[config.mk]
export PLATFORM = sky130hd
export DESIGN_NAME = infer_sequencer
export DESIGN_NICKNAME = d
export VERILOG_FILES = /design/src/rtl/infer_sequencer.sv
export SDC_FILE = /design/constraint.sdc
export NUM_CORES = 1
export LEC_CHECK = 0
export ABC_AREA = 0
export BUFFER_PORTS_ARGS = -buffer_cell sky130_fd_sc_hd__buf_2
export CAP_MARGIN = 30
export CORE_AREA = 2 2 164 166
export DETAILED_ROUTE_END_ITERATION = 8
export DIE_AREA = 0 0 166 168
export PLACE_DENSITY_LB_ADDON = 0.2
export REMOVE_ABC_BUFFERS = 1
export SLEW_MARGIN = 20
export SYNTH_ARGS = -nofsm -noshare
export SYNTH_HDL_FRONTEND = slang
export SYNTH_SLANG_ARGS = --single-unit
[constraint.sdc]
create_clock -name clk -period 4.3 [get_ports clk]
set_clock_uncertainty 0.15 [all_clocks]
set_input_delay 0.645 -clock clk [delete_from_list [all_inputs] [get_ports clk]]
set_output_delay 0.645 -clock clk [all_outputs]
set_load 0.01 [all_outputs]
[src/rtl/infer_sequencer.sv]
// -----------------------------------------------------------------------------
// infer_sequencer
// Sequences one inference through N_STAGES datapath stages. An input vector is
// accepted by valid/ready and held in x_hold for the datapath. Each stage gets
// a one-cycle start pulse, spaced by a runtime-programmable latency table. The
// final datapath result is captured into y_out behind a valid/ready output.
//
// Ports:
//   clk, reset        clock, synchronous active-high reset
//   in_valid/in_ready input handshake, x_in input vector, x_hold held copy
//   stage_start       one-cycle start pulse per datapath stage
//   y_result          final datapath output, sampled at the end of the run
//   out_valid/out_ready/y_out  captured result with back-pressure
//   lat_wr_en/idx/data  latency table write port, lat_wr_err rejected write
//   busy              inference in flight
//   done_flag         one-cycle pulse when y_out is loaded
//   debug_cc          cycles since last accept, saturating
// Requires N_STAGES >= 2.
// -----------------------------------------------------------------------------
module infer_sequencer #(
    parameter int unsigned BITSIZE  = 16,
    parameter int unsigned N_IN     = 10,
    parameter int unsigned N_OUT    = 2,
    parameter int unsigned N_STAGES = 4,
    parameter int unsigned CNT_W    = 8,
    parameter logic [N_STAGES*CNT_W-1:0] LAT_INIT = {N_STAGES{8'd8}}
) (
    input  logic                          clk,
    input  logic                          reset,
    input  logic                          in_valid,
    output logic                          in_ready,
    input  logic [BITSIZE*N_IN-1:0]       x_in,
    output logic [BITSIZE*N_IN-1:0]       x_hold,
    output logic [N_STAGES-1:0]           stage_start,
    input  logic [BITSIZE*N_OUT-1:0]      y_result,
    output logic                          out_valid,
    input  logic                          out_ready,
    output logic [BITSIZE*N_OUT-1:0]      y_out,
    input  logic                          lat_wr_en,
    input  logic [$clog2(N_STAGES)-1:0]   lat_wr_idx,
    input  logic [CNT_W-1:0]              lat_wr_data,
    output logic                          lat_wr_err,
    output logic                          busy,
    output logic                          done_flag,
    output logic [15:0]                   debug_cc
);

    localparam int unsigned IDX_W = $clog2(N_STAGES);
    localparam int unsigned X_W   = BITSIZE * N_IN;
    localparam int unsigned Y_W   = BITSIZE * N_OUT;
    localparam int unsigned DBG_W = 16;
    localparam logic [IDX_W-1:0] LAST_STG = IDX_W'(N_STAGES - 1);

    typedef enum logic [1:0] {
        IDLE     = 2'd0,
        RUN      = 2'd1,
        WAIT_OUT = 2'd2
    } state_t;

    state_t                 state_q, state_d;
    logic [IDX_W-1:0]       stg_q, stg_d;
    logic [CNT_W-1:0]       cnt_q, cnt_d;
    logic [CNT_W-1:0]       lat_q   [N_STAGES];
    logic [CNT_W-1:0]       lat_new [N_STAGES];
    logic [N_STAGES-1:0]    stage_start_d;
    logic                   capture_c;
    logic                   accept_c;
    logic                   slot_free_c;
    logic                   idx_ok_c;
    logic                   wr_ok_c;
    logic                   run_end_c;
    logic [IDX_W-1:0]       nxt_stg_c;
    logic                   started_q;

    // Zero latency is treated as one cycle.
    function automatic logic [CNT_W-1:0] eff_lat(input logic [CNT_W-1:0] l);
        return (l == '0) ? CNT_W'(1) : l;
    endfunction

    // Countdown preload: intermediate stages expire one cycle early so the next
    // start pulse (registered) lands exactly L cycles later; the last stage
    // expires on the cycle y_result is sampled.
    function automatic logic [CNT_W-1:0] load_cnt(input logic [CNT_W-1:0] l,
                                                  input logic             last);
        return last ? eff_lat(l) : (eff_lat(l) - CNT_W'(1));
    endfunction

    assign accept_c    = in_valid && in_ready;
    assign slot_free_c = !out_valid || out_ready;
    assign idx_ok_c    = ({1'b0, lat_wr_idx} < (IDX_W + 1)'(N_STAGES));
    assign wr_ok_c     = lat_wr_en && (state_q == IDLE) && idx_ok_c;
    assign run_end_c   = (state_q == RUN) && (cnt_q == '0) && (stg_q == LAST_STG);
    assign nxt_stg_c   = stg_q + IDX_W'(1);

    // Latency table view including a write landing this cycle, so a write that
    // coincides with an accept already applies to that inference.
    always_comb begin
        for (int k = 0; k < N_STAGES; k++) begin
            lat_new[k] = (wr_ok_c && (lat_wr_idx == IDX_W'(k))) ? lat_wr_data : lat_q[k];
        end
    end

    // State register.
    always_ff @(posedge clk) begin
        if (reset) begin
            state_q <= IDLE;
        end else begin
            state_q <= state_d;
        end
    end

    // Next-state logic.
    always_comb begin
        state_d = state_q;
        case (state_q)
            IDLE: begin
                if (accept_c) begin
                    state_d = RUN;
                end
            end
            RUN: begin
                if (run_end_c) begin
                    state_d = slot_free_c ? IDLE : WAIT_OUT;
                end
            end
            WAIT_OUT: begin
                if (out_ready) begin
                    state_d = IDLE;
                end
            end
            default: state_d = IDLE;
        endcase
    end

    // Output / sequencing logic: next start pulse, stage counter, capture.
    always_comb begin
        stage_start_d = '0;
        capture_c     = 1'b0;
        stg_d         = stg_q;
        cnt_d         = cnt_q;
        case (state_q)
            IDLE: begin
                if (accept_c) begin
                    stage_start_d[0] = 1'b1;
                    stg_d            = '0;
                    cnt_d            = load_cnt(lat_new[0], 1'b0);
                end
            end
            RUN: begin
                if (cnt_q != '0) begin
                    cnt_d = cnt_q - CNT_W'(1);
                end else if (stg_q == LAST_STG) begin
                    capture_c = slot_free_c;
                end else begin
                    stage_start_d[nxt_stg_c] = 1'b1;
                    stg_d                    = nxt_stg_c;
                    cnt_d                    = load_cnt(lat_q[nxt_stg_c], nxt_stg_c == LAST_STG);
                end
            end
            WAIT_OUT: begin
                capture_c = out_ready;
            end
            default: ;
        endcase
    end

    // Datapath and output registers.
    always_ff @(posedge clk) begin
        if (reset) begin
            stg_q       <= '0;
            cnt_q       <= '0;
            stage_start <= '0;
            in_ready    <= 1'b1;
            busy        <= 1'b0;
            x_hold      <= '0;
            y_out       <= '0;
            out_valid   <= 1'b0;
            done_flag   <= 1'b0;
            lat_wr_err  <= 1'b0;
            debug_cc    <= '0;
            started_q   <= 1'b0;
            for (int k = 0; k < N_STAGES; k++) begin
                lat_q[k] <= LAT_INIT[CNT_W*k +: CNT_W];
            end
        end else begin
            stg_q       <= stg_d;
            cnt_q       <= cnt_d;
            stage_start <= stage_start_d;
            in_ready    <= (state_d == IDLE);
            busy        <= (state_d != IDLE);
            lat_wr_err  <= lat_wr_en && !wr_ok_c;
            done_flag   <= capture_c;
            for (int k = 0; k < N_STAGES; k++) begin
                lat_q[k] <= lat_new[k];
            end
            if (accept_c) begin
                x_hold <= X_W'(x_in);
            end
            // A capture on the same edge as a consume keeps out_valid high.
            if (capture_c) begin
                y_out     <= Y_W'(y_result);
                out_valid <= 1'b1;
            end else if (out_ready) begin
                out_valid <= 1'b0;
            end
            if (accept_c) begin
                debug_cc  <= '0;
                started_q <= 1'b1;
            end else if (started_q && (debug_cc != {DBG_W{1'b1}})) begin
                debug_cc <= debug_cc + DBG_W'(1);
            end
        end
    end

    // Start pulses never overlap.
    always_ff @(posedge clk) begin
        if (!reset) begin
            assert ($onehot0(stage_start))
                else $error("stage_start not one-hot: %b", stage_start);
        end
    end

endmodule

### Yosys cells after proc, flatten, opt, wreduce, memory -nomap -nowiden

Memories as Yosys holds them, arrays and structs flattened.
Cells that the tools add are included.
W data, S select, Z words.

* flip-flop bits (word level): 230
* bits in latches: 0
* memory bits (writable): 32
* memory bits (read-only): 0
* bits of input ports: 207
* output and inout bits: 217
* word-level logic and storage cells: 111
* memories kept: 1

Memories
* lat_q: words 4, bits a word 8, read ports 2, clocked after memory_dff 0, write ports 4, RTL line 63 `logic [CNT_W-1:0] lat_q [N_STAGES];`

* add/subtract/negate cells: 5
* multiply operators: 0
* divide/modulo/power cells: 0
* magnitude comparators: 2
* equality and inequality tests: 15
* shifts and indexed selects: 0
* muxes and demuxes: 38
* bitwise gates (word level): 5
* reduce and logical (&&, ||, !) cells: 31

Operators by type and width (count)
* $mux W8: 14
* $logic_not A8 Y1: 3
* $sub A8 B1 Y8 const B: 3
* $add A16 B1 Y16 const B: 1
* $ne A16 B16 Y1 const B: 1
* $pmux W8 S2: 1
* $mux W2: 7
* $logic_and A1 B1 Y1: 11
* $mux W1: 11
* $eq A2 B2 Y1 const B: 5
* $reduce_bool A8 Y1: 1
* $logic_not A2 Y1: 3
* $ne A2 B2 Y1 const B: 3
* $pmux W2 S3: 1
* $reduce_and A2 Y1: 3
* $reduce_bool A2 Y1: 3
* $eq A2 B1 Y1 const B: 2
* $or A1 B1 Y1: 4
* $pmux W1 S2: 2
* $pmux W2 S2: 1
* $reduce_and A4 Y1: 1
* $reduce_or A4 Y1: 1
* $lt A2 B3 Y1 const B: 1
* $ne A1 B1 Y1 const B: 3
* 9 further kinds: 10

### Logic depth before layout (Yosys ltp)

* word-level depth: 9
* mapped depth: 14
* gate-level depth less buffers: 12

### Worst setup path after synthesis

OpenSTA, ideal clock, no wires.

* path type: register to register
* from: register stg_q[0]
* to: register cnt_q[1]
* library setup time: 0.134 ns
* data arrival time: 3.039 ns
* required time: 4.016 ns
* slack: 0.977 ns
* cell stages (with the launch flop): 15
* buffers on the path: 2
* clock period less this slack: 3.323 ns
* path through: dfxtp_1 > buf_6 > inv_1 > ha_1 > buf_4 > mux4_2 > or4_4 > nor3_1 > nor2_1 > ha_1 > nor2_1 > a2111oi_0 > a21oi_1 > a21oi_1 > a21oi_1

* longest elaborated chain between the ends: 9
* elaborated cells between the ends (all ways): 13
* those cells by class: add/sub: 2; eq/ne: 3; mux: 5; reduce/logical: 2; memory: 1

RTL lines
* start, declared: RTL line 61 `logic [IDX_W-1:0] stg_q, stg_d;`
* start signal, assigned: RTL line 186 `stg_q <= stg_d;`
* $add A2 B1 Y2: RTL line 93 `assign nxt_stg_c = stg_q + IDX_W'(1);`
* $mem_v2 Z4 W8
* $logic_not A8 Y1: RTL line 77 `return (l == '0) ? CNT_W'(1) : l;`
* $mux W8: RTL line 77
* $sub A8 B1 Y8: RTL line 85 `return last ? eff_lat(l) : (eff_lat(l) - CNT_W'(1));`
* $mux W8: RTL line 85
* $mux W8: RTL line 152 `end else if (stg_q == LAST_STG) begin`
* $mux W8: RTL line 150 `if (cnt_q != '0) begin`
* $pmux W8 S2: RTL line 141 `case (state_q)`
* end signal, assigned: RTL line 187 `cnt_q <= cnt_d;`
* end, declared: RTL line 62 `logic [CNT_W-1:0] cnt_q, cnt_d;`

Parallel ways exist; a longest one is shown, timed or not. The select of a mux whose other input is x is not followed.
A chain may end at the register's enable or synchronous reset.

### Worst setup path in the final report

* from: register stg_q[1]
* to: register cnt_q[1]

The elaborated chain is that of the path after synthesis.

==> impl_metrics.ini <==
[logic_synthesis]
synth-edff-count = 24
synthArstFlopShare = 0
yosys_warnings = 0
ys_seq_area_frac = 0.521
syn-cell-area_sq_mm = 0.0105
synthCells = 1239
synth_flop_cell = dfxtp_1
ys_types = 72
ys_ff_latch = 262
syn_avg_cell_area_sq_um = 8.50

[clocking]
cts_htree_levels = 1
root_buffer = clkbuf_16
hold_buffers = 0
cts_tree = done
cts_buffer_depth = 3
clkTransAtPathRegs_ns = 0.06
cts_buffers = 29
post_cts_buffers = 0
cts_sinks = 262
insertion_delay_ns = 0.54
cts_resized = 0

[setup_path]
r2r_cells = 12
cpLargestDelayFamily = simple AND/OR/NAND/NOR gates
timing_worst_setup_path_type = flip-flop to flip-flop
crit_arrival_ns = 3.72
worstPathMaxFanout = 9
critPathBufInv = 1
r2r-start = stg_q[1]
cp-endpoint = cnt_q[1]
critical_path.slowest_cell = or4_4
r2r-end = cnt_q[1]
r2r_slack_ns = 0.83
slowest_delay_ns = 0.58
crit_chain = inv_1 > ha_1 > mux4_2 > or4_4 > nor3_1 > nor2_1 > ha_1 > nor2_1 > a2111oi_0 > a21oi_1 > a21oi_1 > a21oi_1
cp.depth = 12
endpoint_kind = flip-flop
crit_start = stg_q[1]
start_kind = flip-flop
crit_required_ns = 4.55
path_common_cell = a21oi_1

[floorplan]
die_y_um = 168
coreArea_sq_mm = 0.0264
die_w_um = 166
rows = 60
dieArea_sq_mm = 0.0279
io_pins = 424
initial_core_util = 0.400

[timing]
final_max_slew_viol_count = 0
worst_pin_slew_ns = 0.801
hold_violations = 0
setup_viol = 0
fmax_ghz = 0.288
post-route-period-util = 0.807
rsz0062_at_grt = false
fin_setup_tns_ns = 0
setup_slack_ns = 0.828
fin_crit_ns = 3.47
slew_headroom = 0.466
hold_slack_ns = 0.181

[place]
dp_hpwl_um = 24700
place_area_sq_mm = 0.0129
gp_congestion = 0.863
dp_cells = 1935
port-buffer-count = 423
pre_cts_ws_ns = 0.856

[detailed_routing]
drt_pre_antenna_iters = 5
vias_per_cell = 5.16
wire_per_inst_um = 17.4
routed_wl_um = 34700
antenna_left = 0
drt_iter0_drc = 638
drc = 0
num_vias = 10300

[global_routing]
grt_max_degree = 81
grt_pass1_wl_um = 53000
grt_antenna_before_repair = 7
globalRouteTotalUtil = 0.234
overflow = 0
grt_pass1_vias = 9748

[final_layout]
fin_area_sq_mm = 0.0140
drive_gt1_frac = 0.316
post-route-util = 0.530
syn2layout_area_growth_pct = 32.7
n_fill_cell = 2536
fin_nets = 1846
multiInputGateArea_sq_mm = 0.00466
seqCellArea_sq_mm = 0.00549
finalNonFillerCells = 1995

[run_status]
status = finished, final reports clean

[worst_hold_path]
hp-class = primary input to flip-flop

[pwr]
max-vdd-ir-drop_uv = 294
power_density_mw_per_mm2 = 452
p_leak_nw = 6.22
total_power_mw = 6.32

[flow_run]
maxCapViolCount = 0
-- placed cells by master (no fill, tap or decap), drive strengths merged, types with 5 or more instances in the layout --
master   count
nor4        10
buf        441
mux2i        5
clkbuf      39
nand2      345
o211ai       8
nor3        12
edfxtp      24
inv         16
and4         6
o2111ai      5
clkinv       9
ha          14
mux4         8
diode        6
dfxtp      238
nor2        36
xor2        15
a211oi       6
o21ai       49
and2        27
a21oi      205
nand3       43
bufinv       5
nand4        9
or4          8
o31ai        6
-- cells by family after synthesis --
| family | count (synthesis) | share of synthesized area |
|---|---|---|
| XOR/XNOR | 19 | 0.0158 |
| multiplexers | 15 | 0.0244 |
| adder cells (fa/ha/maj) | 14 | 0.0166 |
| flip-flops | 262 | 0.521 |
| AO/OA/AOI/OAI | 306 | 0.162 |
| buffers and inverters | 101 | 0.0390 |
| AND/OR/NAND/NOR | 522 | 0.221 |
-- worst min-delay path: cells and delay by family --
kind | cells | cell delay (ns)
AND/OR/NAND/NOR | 1 | 0.04
buffers and inverters | 1 | 0.09
AO/OA/AOI/OAI | 1 | 0.05
-- layout make-up --
| cell class | instances | share of cell area |
|---|---|---|
| diodes | 6 | 0.00107 |
| clock buffers | 39 | 0.0599 |
| clock inverters | 15 | 0.0146 |
| inverters | 15 | 0.00403 |
| multi-input cells | 876 | 0.333 |
| flip-flops and latches | 262 | 0.393 |
| well taps | 341 | 0.0305 |
| repair buffers | 441 | 0.164 |
-- synth_stat cells, drive strengths merged (5+ instances only) --
| cell | instances | share of area |
|---|---|---|
| nand2 | 345 | 0.12 |
| dfxtp | 238 | 0.45 |
| a21oi | 205 | 0.097 |
| clkbuf | 68 | 0.025 |
| o21ai | 49 | 0.023 |
| nand3 | 43 | 0.020 |
| nor2 | 36 | 0.014 |
| and2 | 27 | 0.016 |
| edfxtp | 24 | 0.068 |
| buf | 18 | 0.0084 |
| inv | 15 | 0.0053 |
| xor2 | 15 | 0.012 |
| ha | 14 | 0.017 |
| nor3 | 12 | 0.0057 |
| nor4 | 10 | 0.0065 |
| nand4 | 9 | 0.0053 |
| mux4 | 8 | 0.017 |
| o211ai | 8 | 0.0057 |
| or4 | 8 | 0.0068 |
| a211oi | 6 | 0.0043 |
| and4 | 6 | 0.0050 |
| o31ai | 6 | 0.0043 |
| mux2i | 5 | 0.0048 |
| o2111ai | 5 | 0.0042 |
-- where the power goes --
| part | internal [mW] | leakage (nW) | switching (mW) |
|---|---|---|---|
| Clock | 1.66 | 0.525 | 1.02 |
| Combinational | 0.361 | 3.51 | 0.585 |
| Sequential | 2.61 | 2.19 | 0.0904 |
-- registers in the layout, summed over array words and instances (netlist names) --
signal       cells
stg_q            2
lat_wr_err       1
state_q          2
cnt_q            8
out_valid        1
in_ready         1
busy             1
y_out           32
done_flag        1
started_q        1
stage_start      4
lat_q           32
x_hold         160
debug_cc        16
-- metal layers --
metal | global-route usage | up-vias | share of wire
li1 | - | 5035 | -
met1 | 0.275 | 4816 | 0.40
met2 | 0.401 | 381 | 0.49
met3 | 0.0769 | 62 | 0.085
met4 | 0.0820 | 0 | 0.026
met5 | 0 | - | 0
-- how the worst min path moves through the flow --
stage	start	to	slack [ns]	cells after the start
3_5_place_dp	x_hold[101]	x_hold[101]	0.29	2
6_report	x_in[7]	x_hold[7]	0.18	3
4_1_cts	x_in[9]	x_hold[9]	0.16	3
3_3_place_gp	x_hold[74]	x_hold[74]	0.29	2
5_1_grt	x_in[147]	x_hold[147]	0.17	3
2_1_floorplan	stg_q[1]	stg_q[1]	0.32	2
No activity file was read; power rests on OpenSTA's default activity.
